`src/rtl/matrix_pkg.sv`:
```
// Shared sizing constants and state types for the matrix writeback path.
package matrix_pkg;

  localparam int XLEN   = 32;
  localparam int ROWS   = 4;
  localparam int MIDX_W = 2;
  localparam int ROW_W  = $clog2(ROWS);

  typedef enum logic {MWB_IDLE, MWB_DRAIN} mwb_state_t;
  typedef enum logic {RR_LINE, RR_MOPA} rr_req_t;

endpackage

```
`src/rtl/wb_rr_arbiter.sv`:
```
// Two-requester round-robin arbiter (line vs MOPA) for the MRF write port.
// rr_last_q remembers the most recent winner; the other side wins the next tie.
module wb_rr_arbiter
  import matrix_pkg::*;
(
  input  logic clk,
  input  logic rst,
  input  logic line_req_i,
  input  logic mopa_req_i,
  output logic line_gnt_o,
  output logic mopa_gnt_o
);

  rr_req_t rr_last_q;

  // NOTE: every output of an always_comb is assigned on every path, so no latch can be inferred.
  always_comb begin
    line_gnt_o = line_req_i && (!mopa_req_i || (rr_last_q == RR_MOPA));
    mopa_gnt_o = mopa_req_i && (!line_req_i || (rr_last_q == RR_LINE));
  end

  // NOTE: sequential state uses non-blocking assignments so all flops update from pre-edge values.
  always_ff @(posedge clk or posedge rst) begin
    if (rst) begin
      rr_last_q <= RR_MOPA;
    end else if (line_gnt_o) begin
      rr_last_q <= RR_LINE;
    end else if (mopa_gnt_o) begin
      rr_last_q <= RR_MOPA;
    end
  end

endmodule

```
`src/rtl/matrix_wb_sequencer.sv`:
```
// MRF single-row writeback sequencer: arbitrates line writes against MOPA results and
// serialises each MOPA result one row per cycle. MWB_PREEMPT_EN lets line writes preempt a drain.
module matrix_wb_sequencer
  import matrix_pkg::*;
(
  input  logic                   clk,
  input  logic                   rst,
  input  logic                   line_valid,
  output logic                   line_ready,
  input  logic [MIDX_W-1:0]      line_midx,
  input  logic [ROW_W-1:0]       line_row,
  input  logic [XLEN-1:0]        line_data,
  input  logic                   mopa_valid,
  output logic                   mopa_ready,
  input  logic [MIDX_W-1:0]      mopa_midx,
  input  logic [ROWS*XLEN-1:0]   mopa_data,
  output logic                   mrf_we,
  output logic [MIDX_W-1:0]      mrf_midx,
  output logic [ROW_W-1:0]       mrf_row,
  output logic [XLEN-1:0]        mrf_data,
  output logic                   drain_busy,
  output logic [MIDX_W-1:0]      drain_midx
);

`ifdef MWB_PREEMPT_EN
  localparam bit PREEMPT = 1'b1;
`else
  localparam bit PREEMPT = 1'b0;
`endif

  localparam logic [ROW_W-1:0] LAST_ROW = ROW_W'(ROWS - 1);

  mwb_state_t          state_q;
  logic [ROW_W-1:0]    cnt_q;
  logic [MIDX_W-1:0]   buf_midx_q;
  logic [XLEN-1:0]     buf_q [ROWS];
  logic                mrf_we_q;
  logic [MIDX_W-1:0]   mrf_midx_q;
  logic [ROW_W-1:0]    mrf_row_q;
  logic [XLEN-1:0]     mrf_data_q;

  logic line_req, mopa_req, line_gnt, mopa_gnt;

  // A drain blocks new MOPA results; line writes only get in during a drain when preemption is built in.
  assign line_req = line_valid && ((state_q == MWB_IDLE) || PREEMPT);
  assign mopa_req = mopa_valid && (state_q == MWB_IDLE);

  wb_rr_arbiter u_arb (
    .clk        (clk),
    .rst        (rst),
    .line_req_i (line_req),
    .mopa_req_i (mopa_req),
    .line_gnt_o (line_gnt),
    .mopa_gnt_o (mopa_gnt)
  );

  always_ff @(posedge clk or posedge rst) begin
    if (rst) begin
      state_q    <= MWB_IDLE;
      cnt_q      <= '0;
      buf_midx_q <= '0;
      // NOTE: the row buffer is small and must not leak stale rows after reset, so it is cleared here.
      for (int r = 0; r < ROWS; r++) buf_q[r] <= '0;
      mrf_we_q   <= 1'b0;
      mrf_midx_q <= '0;
      mrf_row_q  <= '0;
      mrf_data_q <= '0;
    end else begin
      mrf_we_q <= 1'b0;
      if (line_gnt) begin
        // In DRAIN this is a preempting line write: cnt holds and the drain resumes next cycle.
        mrf_we_q   <= 1'b1;
        mrf_midx_q <= line_midx;
        mrf_row_q  <= line_row;
        mrf_data_q <= line_data;
      end else begin
        case (state_q)
          MWB_IDLE: begin
            if (mopa_gnt) begin
              mrf_we_q   <= 1'b1;
              mrf_midx_q <= mopa_midx;
              mrf_row_q  <= '0;
              mrf_data_q <= mopa_data[0 +: XLEN];
              for (int r = 0; r < ROWS; r++) buf_q[r] <= mopa_data[r*XLEN +: XLEN];
              buf_midx_q <= mopa_midx;
              cnt_q      <= ROW_W'(1);
              state_q    <= MWB_DRAIN;
            end
          end
          MWB_DRAIN: begin
            mrf_we_q   <= 1'b1;
            mrf_midx_q <= buf_midx_q;
            mrf_row_q  <= cnt_q;
            mrf_data_q <= buf_q[cnt_q];
            if (cnt_q == LAST_ROW) begin
              cnt_q   <= '0;
              state_q <= MWB_IDLE;
            end else begin
              cnt_q <= cnt_q + ROW_W'(1);
            end
          end
          default: state_q <= MWB_IDLE;
        endcase
      end
    end
  end

  assign line_ready = line_gnt;
  assign mopa_ready = mopa_gnt;
  assign mrf_we     = mrf_we_q;
  assign mrf_midx   = mrf_midx_q;
  assign mrf_row    = mrf_row_q;
  assign mrf_data   = mrf_data_q;
  assign drain_busy = (state_q == MWB_DRAIN);
  assign drain_midx = buf_midx_q;

endmodule

```
`config.mk`:
```
export PLATFORM = sky130hd
export DESIGN_NAME = matrix_wb_sequencer
export DESIGN_NICKNAME = d
export VERILOG_FILES = /design/src/rtl/matrix_pkg.sv /design/src/rtl/wb_rr_arbiter.sv /design/src/rtl/matrix_wb_sequencer.sv
export SDC_FILE = /design/constraint.sdc
export NUM_CORES = 1
export LEC_CHECK = 0
export ABC_AREA = 1
export CAP_MARGIN = 5
export CORE_ASPECT_RATIO = 0.9
export CORE_MARGIN = 2
export CORE_UTILIZATION = 50
export DETAILED_ROUTE_END_ITERATION = 10
export GPL_TIMING_DRIVEN = 0
export PLACE_DENSITY = 0.79
export SYNTH_ARGS = -nofsm -noshare
export SYNTH_HDL_FRONTEND = slang
export SYNTH_SLANG_ARGS = --single-unit
```
`constraint.sdc`:
```
create_clock -name clk -period 7.8 [get_ports clk]
set_clock_uncertainty 0.15 [all_clocks]
set_input_delay 2.34 -clock clk [delete_from_list [all_inputs] [get_ports clk]]
set_output_delay 2.34 -clock clk [all_outputs]
set_load 0.05 [all_outputs]
```
==> results of run 1 <==
==> per-layer routing <==
metal	track usage	up-vias	routed length, um
met3	0.0735	62	2420
met2	0.471	403	11900
met1	0.427	3873	11200
li1	-	3917	-
met5	0	-	0
met4	0.122	0	951
==> cells in the final DEF, fill, tap and decap left out, drive strengths merged <==
master | Yosys | final
nand2 | 362 | 362
clkdlybuf4s50 | 0 | 211
dfrtp | 170 | 170
inv | 163 | 163
nand3 | 130 | 130
o21ai | 128 | 128
buf | 53 | 54
clkbuf | 21 | 46
o21bai | 32 | 32
nand4 | 32 | 32
bufinv | 0 | 3
nor2 | 3 | 3
clkinvlp | 0 | 2
clkinv | 0 | 2
a21oi | 1 | 1
a21boi | 1 | 1
ha | 1 | 1
dfstp | 1 | 1
==> cell families after synthesis <==
family                   after synthesis  share of synthesized area
AND/OR/NAND/NOR                      527                      0.266
buffers and inverters                237                      0.119
flip-flops                           171                      0.508
AO/OA/AOI/OAI                        162                      0.106
adder cells (fa/ha/maj)                1                    0.00149
==> power by group <==
group	switching, mW	internal (mW)	total [mW]
registers	0.181	1.33	1.51
logic	1.67	0.866	2.53
clock network	0.353	0.537	0.890
==> final timing paths <==
kind,startpoint,end,slack (ns)
hold / removal,mrf_row[0],mrf_row[0],0.33
setup reg to reg,cnt_q[0],mrf_data[31],5.89
max in group asynchronous,rst,buf_q[92],4.43
min in group asynchronous,rst,buf_q[52],2.13
setup / recovery,mopa_valid,mopa_ready,0.76
hold reg to reg,mrf_row[0],mrf_row[0],0.33
==> registers in the layout (all words and copies together) (netlist names) <==
name / count
cnt_q: 2
mrf_row: 2
mrf_midx: 2
mrf_data: 32
buf_q: 128
mrf_we: 1
u_arb.rr_last_q: 1
drain_busy: 1
drain_midx: 2
==> area by class of cell <==
class                   instances  area (sq um)  share of cell area
inverters                     163           619              0.0542
multi-input cells             690          3140               0.275
flip-flops and latches        171          4280               0.374
plain buffers                  74           387              0.0338
repair buffers                212          2140               0.187
well taps                     207           259              0.0226
clock buffers                  25           495              0.0433
clock inverters                 7           115              0.0101
==> worst register-to-register path, stage by stage, from the launching register on <==
cell      delay (ns)
dfrtp_1         0.39
buf_2           0.17
clkbuf_1        0.54
nand2_1         0.12
nand3_1         0.11
nand3_1         0.10
nand2_1         0.13
nand3_1         0.08
==> through the flow <==
step | worst slack [ns] | area (sq um) | setup TNS [ns]
after floorplan | 0.680 | 8420 | 0
after global placement | -1.69 | 10800 | -283.94
after detailed placement | 0.796 | 10800 | 0
after CTS | 0.781 | 11400 | 0
after global routing | 0.672 | 11400 | 0
final | 0.764 | 11400 | 0
==> reports/qor.tcl, run 1 <==
set qor(cts.clk_slew.worst_paths_ns) 0.07
set qor(yosys_most_used_dff) {dfrtp_1}
set qor(max-clock-path-buffers) 2
set qor(die_area_sq_um) 17900
set qor(clk_latency_ns) 0.45
set qor(detailedRoute.firstIterationViolations) 733
set qor(top_level_ports) 212
set qor(worst_hold_path_type) {register to register}
set qor(final_hold_viol_count) 0
set qor(cellPowerDensity_nw_per_um2) 431
set qor(layout-drive-gt1-share) 0.0663
set qor(detail_route.drc_violations) 0
set qor(synthesis.yosys.warnings) 0
set qor(grt_use_total) 0.307
set qor(finalNetCount) 1500
set qor(period_share) 0.902
set qor(vdd_drop_max_uv) 254
set qor(postRouteWirelength_mm) 26.5
set qor(syn_nets) 1269
set qor(post_synth.cell_area_avg_sq_um) 7.67
set qor(cp-start-kind) {primary input}
set qor(timing.critical_path.slowest_cell_delay_ns) 0.82
set qor(cp_data_required_time_ns) 5.31
set qor(firstDrtPassIters) 5
set qor(layout.cells.non_filler) 1549
set qor(n_antenna_cell) 0
set qor(timing.critical_path.cells) {clkdlybuf4s50_1, inv_1, nor2_1, nand2_2, inv_2, buf_4, buf_4, clkdlybuf4s50_1}
set qor(worstPathBufferInverterCount) 6
set qor(resized_cells_post_cts) 0
set qor(worstMarginPinSlew_ns) 0.690
set qor(synth_seq_area_share) 0.508
set qor(final_core_utilization) 0.702
set qor(worst_hold_slack_ns) 0.332
set qor(core-area_sq_um) 16300
set qor(final_antenna_net_count) 0
set qor(criticalPathCategory) {primary input to output port}
set qor(initial_antenna_violation_count) 0
set qor(outcome) {completed}
set qor(rr_worst_depth) 7
set qor(gp_congestion) 0.903
set qor(worst-endpoint-arrival_ns) 4.55
set qor(postSynthRegisterBits) 171
set qor(holdPathStages) 2
set qor(gr-total-overflow) 0
set qor(yosys.cell_count.top_type) {nand2_1}
set qor(holdBufCountCts) 0
set qor(maxSlewHeadroom) 0.540
set qor(initial_core_util) 0.517
set qor(path_depth) 8
set qor(synth.top_cells.by_area) {dfrtp_1 (51%), nand2_1 (16%), nand3_1 (7.6%), inv_1 (7.1%), o21ai_0 (4.6%)}
set qor(timing.final.crit_period_ns) 7.04
set qor(fillers) 1329
set qor(number_of_global_route_vias_before_repair) 8000
set qor(avgRoutedWirePerCell_um) 17.1
set qor(synth_cell_types) 23
set qor(path_delay_family) {buffers and inverters}
set qor(synth_async_sr_flop_share) 1.00
set qor(power_leakage_nw) 5.56
set qor(via_count) 8255
set qor(numCtsBuffers) 17
set qor(grt_first_pass_wirelength_mm) 42.1
set qor(postCtsSetupRepairBufs) 0
set qor(grt_start_max_net_pins) 132
set qor(timing.final.setup_violations) 0
set qor(final-max-slew-violation-count) 0
set qor(cpMaxStageDelayCell) {clkdlybuf4s50_1}
set qor(cts_htree_levels) 4
set qor(synth_top_area_share) 0.505
set qor(finalPower_mw) 4.93
set qor(die_h_um) 127
set qor(post-synth-top-area-cell) {dfrtp_1}
set qor(rsz0062_at_grt) {no}
set qor(ys_top_cells_by_count) {nand2_1 (361), dfrtp_1 (170), inv_1 (159)}
set qor(vias_per_cell) 5.33
set qor(max_freq_ghz) 0.142
set qor(synth_instances) 1098
set qor(critical_path.endpoint_type) {output port}
set qor(clkSinkCount) 171
set qor(placement.io_buffers) 211
set qor(cts_tree) {built}
set qor(mappedNetlistArea_sq_um) 8420
set qor(cts_root_buffer) {clkbuf_16}
set qor(syn_to_final_growth_pct) 35.8
set qor(row_count) 44
set qor(placed_cell_count) 1517
set qor(chipWidth_um) 141
set qor(timing.critical_path.fanout_max) 10
set qor(cap_violations) 0
set qor(place_hpwl_mm) 19.4
set qor(synth_enable_flop_cells) 0
(Power assumes the default switching activity.)
==> run 2, diff against run 1 <==
GPL_TIMING_DRIVEN = not set   (was 0)
==> run 2 against run 1 <==
Fmax rose by 12%. Clock-buffer cell count fell by 4. Combinational power fell by 7%. Final cell count fell by 4.3%. Clock power fell by 1%. Critical endpoint is now line_ready.
==> reports/qor.tcl, run 2 (same netlist as run 1, synthesis figures left out) <==
set qor(outcome) {completed}
set qor(clkSinkCount) 171 ;# unchanged
set qor(largest_register_ffs) 128 ;# unchanged
set qor(vias_per_cell) 5.21 ;# -2.3%
set qor(row_count) 44 ;# unchanged
set qor(total_switching_power_mw) 2.08 ;# -5.6%
set qor(postCtsSetupRepairBufs) 0 ;# unchanged
set qor(cts.clk_slew.worst_paths_ns) 0.06 ;# about the same
set qor(regMostFlops) {buf_q}
set qor(share_comb_of_total_power) 0.498 ;# -0.016
set qor(holdBufCountCts) 0 ;# unchanged
set qor(numCtsBuffers) 17 ;# unchanged
set qor(via_count) 7717 ;# -6.5%
set qor(finalPower_mw) 4.74 ;# -3.9%
set qor(chipWidth_um) 141 ;# unchanged
set qor(syn_to_final_growth_pct) 31.9
set qor(cap_violations) 0 ;# unchanged
set qor(max_freq_ghz) 0.159 ;# +12%
set qor(avgRoutedWirePerCell_um) 15.8 ;# -7.5%
set qor(core-area_sq_um) 16300 ;# unchanged
set qor(final_common_cell) {nand2_1}
set qor(number_of_global_route_vias_before_repair) 7411 ;# -7.4%
set qor(resized_cells_post_cts) 0 ;# unchanged
set qor(initial_antenna_violation_count) 0 ;# unchanged
set qor(worstMarginPinSlew_ns) 0.960 ;# +0.270 ns
set qor(cts_tree) {built}
set qor(n_antenna_cell) 0 ;# unchanged
set qor(seq_power_share) 0.317 ;# +0.011
set qor(grt_first_pass_wirelength_mm) 37.8 ;# -10%
set qor(cts_htree_levels) 4 ;# unchanged
set qor(critical_path.endpoint_type) {output port}
set qor(layout-drive-gt1-share) 0.0400 ;# -0.0263
set qor(gr-total-overflow) 0 ;# unchanged
set qor(grt_start_max_net_pins) 109 ;# -17%
set qor(timing.final.crit_period_ns) 6.29 ;# -0.745 ns
set qor(hp-start) {buf_q[3]}
set qor(clk_latency_ns) 0.42 ;# -0.03 ns
set qor(die_h_um) 127 ;# unchanged
set qor(vdd_drop_max_uv) 284 ;# +12%
set qor(holdPathStages) 2 ;# unchanged
set qor(power_leakage_nw) 5.35 ;# -3.8%
set qor(top_level_ports) 212 ;# unchanged
set qor(firstDrtPassIters) 6 ;# +1
set qor(criticalPathCategory) {primary input to output port}
set qor(regToRegStartpoint) {drain_busy}
set qor(cp-start-kind) {primary input}
set qor(rsz0062_at_grt) {no}
set qor(final-max-slew-violation-count) 0 ;# unchanged
set qor(gp_congestion) 0.871 ;# -3.5%
set qor(fillers) 1369 ;# +3.0%
set qor(die_area_sq_um) 17900 ;# unchanged
set qor(clock_power_share) 0.185 ;# +0.005
set qor(hold_path_end) {buf_q[3]}
set qor(finalNetCount) 1436 ;# -4.3%
set qor(worst-r2r-setup-slack_ns) 4.22 ;# -1.67 ns
set qor(worst_hold_path_type) {register to register}
set qor(final_antenna_net_count) 0 ;# unchanged
set qor(final_hold_viol_count) 0 ;# unchanged
set qor(detailedRoute.firstIterationViolations) 525 ;# -28%
set qor(timing.critical_path.from) {line_valid}
set qor(postRouteWirelength_mm) 23.5 ;# -11%
set qor(period_share) 0.807 ;# -0.0955
set qor(place_hpwl_mm) 15.4 ;# -21%
set qor(rr_worst_depth) 7 ;# unchanged
set qor(setup_total_negative_slack_ns) 0 ;# unchanged
set qor(timing.final.setup_violations) 0 ;# unchanged
set qor(timing.critical_path.fanout_max) 39 ;# +29
set qor(grt_use_total) 0.269 ;# -0.0384
set qor(cts_root_buffer) {clkbuf_16}
set qor(cp_data_required_time_ns) 5.31 ;# about the same
set qor(r2r_end) {buf_q[59]}
set qor(switching_fraction) 0.438 ;# -0.00808
set qor(worst-endpoint-arrival_ns) 3.80 ;# -0.75 ns
set qor(detail_route.drc_violations) 0 ;# unchanged
set qor(commonest_cells_after_routing_fill_and_taps_aside) {nand2_1 (361), clkdlybuf4s50_1 (209), dfrtp_1 (168)}
set qor(initial_core_util) 0.517 ;# unchanged
set qor(placement.io_buffers) 211 ;# unchanged
set qor(cellPowerDensity_nw_per_um2) 427 ;# -1.0%
set qor(max-clock-path-buffers) 2 ;# unchanged
set qor(maxSlewHeadroom) 0.360 ;# -0.180
set qor(final_core_utilization) 0.682 ;# -0.0203
set qor(cell_internal_power_dissipation_mw) 2.66 ;# -2.5%
run 2: changes by cell type in the layout (fill, tap and decap cells not counted), moves of 2 or more:
cell	previous run	this run
dfrtp_2	0	2
clkdlybuf4s50_1	211	209
clkbuf_2	3	0
clkbuf_8	4	1
dfrtp_1	170	168
buf_2	30	0
buf_4	16	12
buf_1	6	0
clkbuf_1	22	3
run 2: per-stage QoR:
step                      cell area (sq um)  setup WS (ns)  cells  hold slack (ns)
after floorplan                        8420          0.680   1098            0.299
after global placement                10500           1.54   1453            0.314
after detailed placement              10500           1.53   1453            0.317
after CTS                             11100           1.52   1482            0.333
after global routing                  11100           1.45   1482            0.351
final                                 11100           1.51   1482            0.334
run 2: per-layer routing:
metal | vias to the layer above | share of wire | wire length (um) | GRT usage
met5 | - | 0 | 0 | 0
met4 | 0 | 0.022 | 520 | 0.0753
met3 | 31 | 0.080 | 1870 | 0.0682
met2 | 320 | 0.47 | 11000 | 0.444
met1 | 3584 | 0.43 | 10100 | 0.356
li1 | 3782 | - | - | -
run 2: worst max-delay path: stages:
cell and delay (ns):
clkdlybuf4s50_1 0.52, nand3_2 0.10, inv_2 0.60, buf_12 0.22
run 2: worst max path at each step:
stage	end	depth (start not counted)	slack [ns]
after floorplan	buf_q[0]	1	0.68
after global placement	line_ready	4	1.54
after detailed placement	line_ready	4	1.53
after CTS	line_ready	4	1.52
after global routing	mopa_ready	6	1.45
final	line_ready	4	1.51
run 2: final cells by class:
class,count,area [sq um],share of cell area
Clock buffer,21,450,0.0406
Inverter,163,619,0.0558
Sequential cell,171,4280,0.386
Clock inverter,8,145,0.0131
Multi-Input combinational cell,690,3150,0.283
Timing Repair Buffer,222,2200,0.198
Tap cell,207,259,0.0233
run 2: power by group through the flow:
stage | clock, mW | combinational, mW | sequential [mW]
floorplan | 0 | 1.35 | 1.85
global placement | 0 | 2.30 | 1.50
detailed placement | 0 | 2.35 | 1.51
CTS | 0.889 | 2.37 | 1.50
global route | 0.924 | 2.63 | 1.55
finish | 0.877 | 2.36 | 1.50
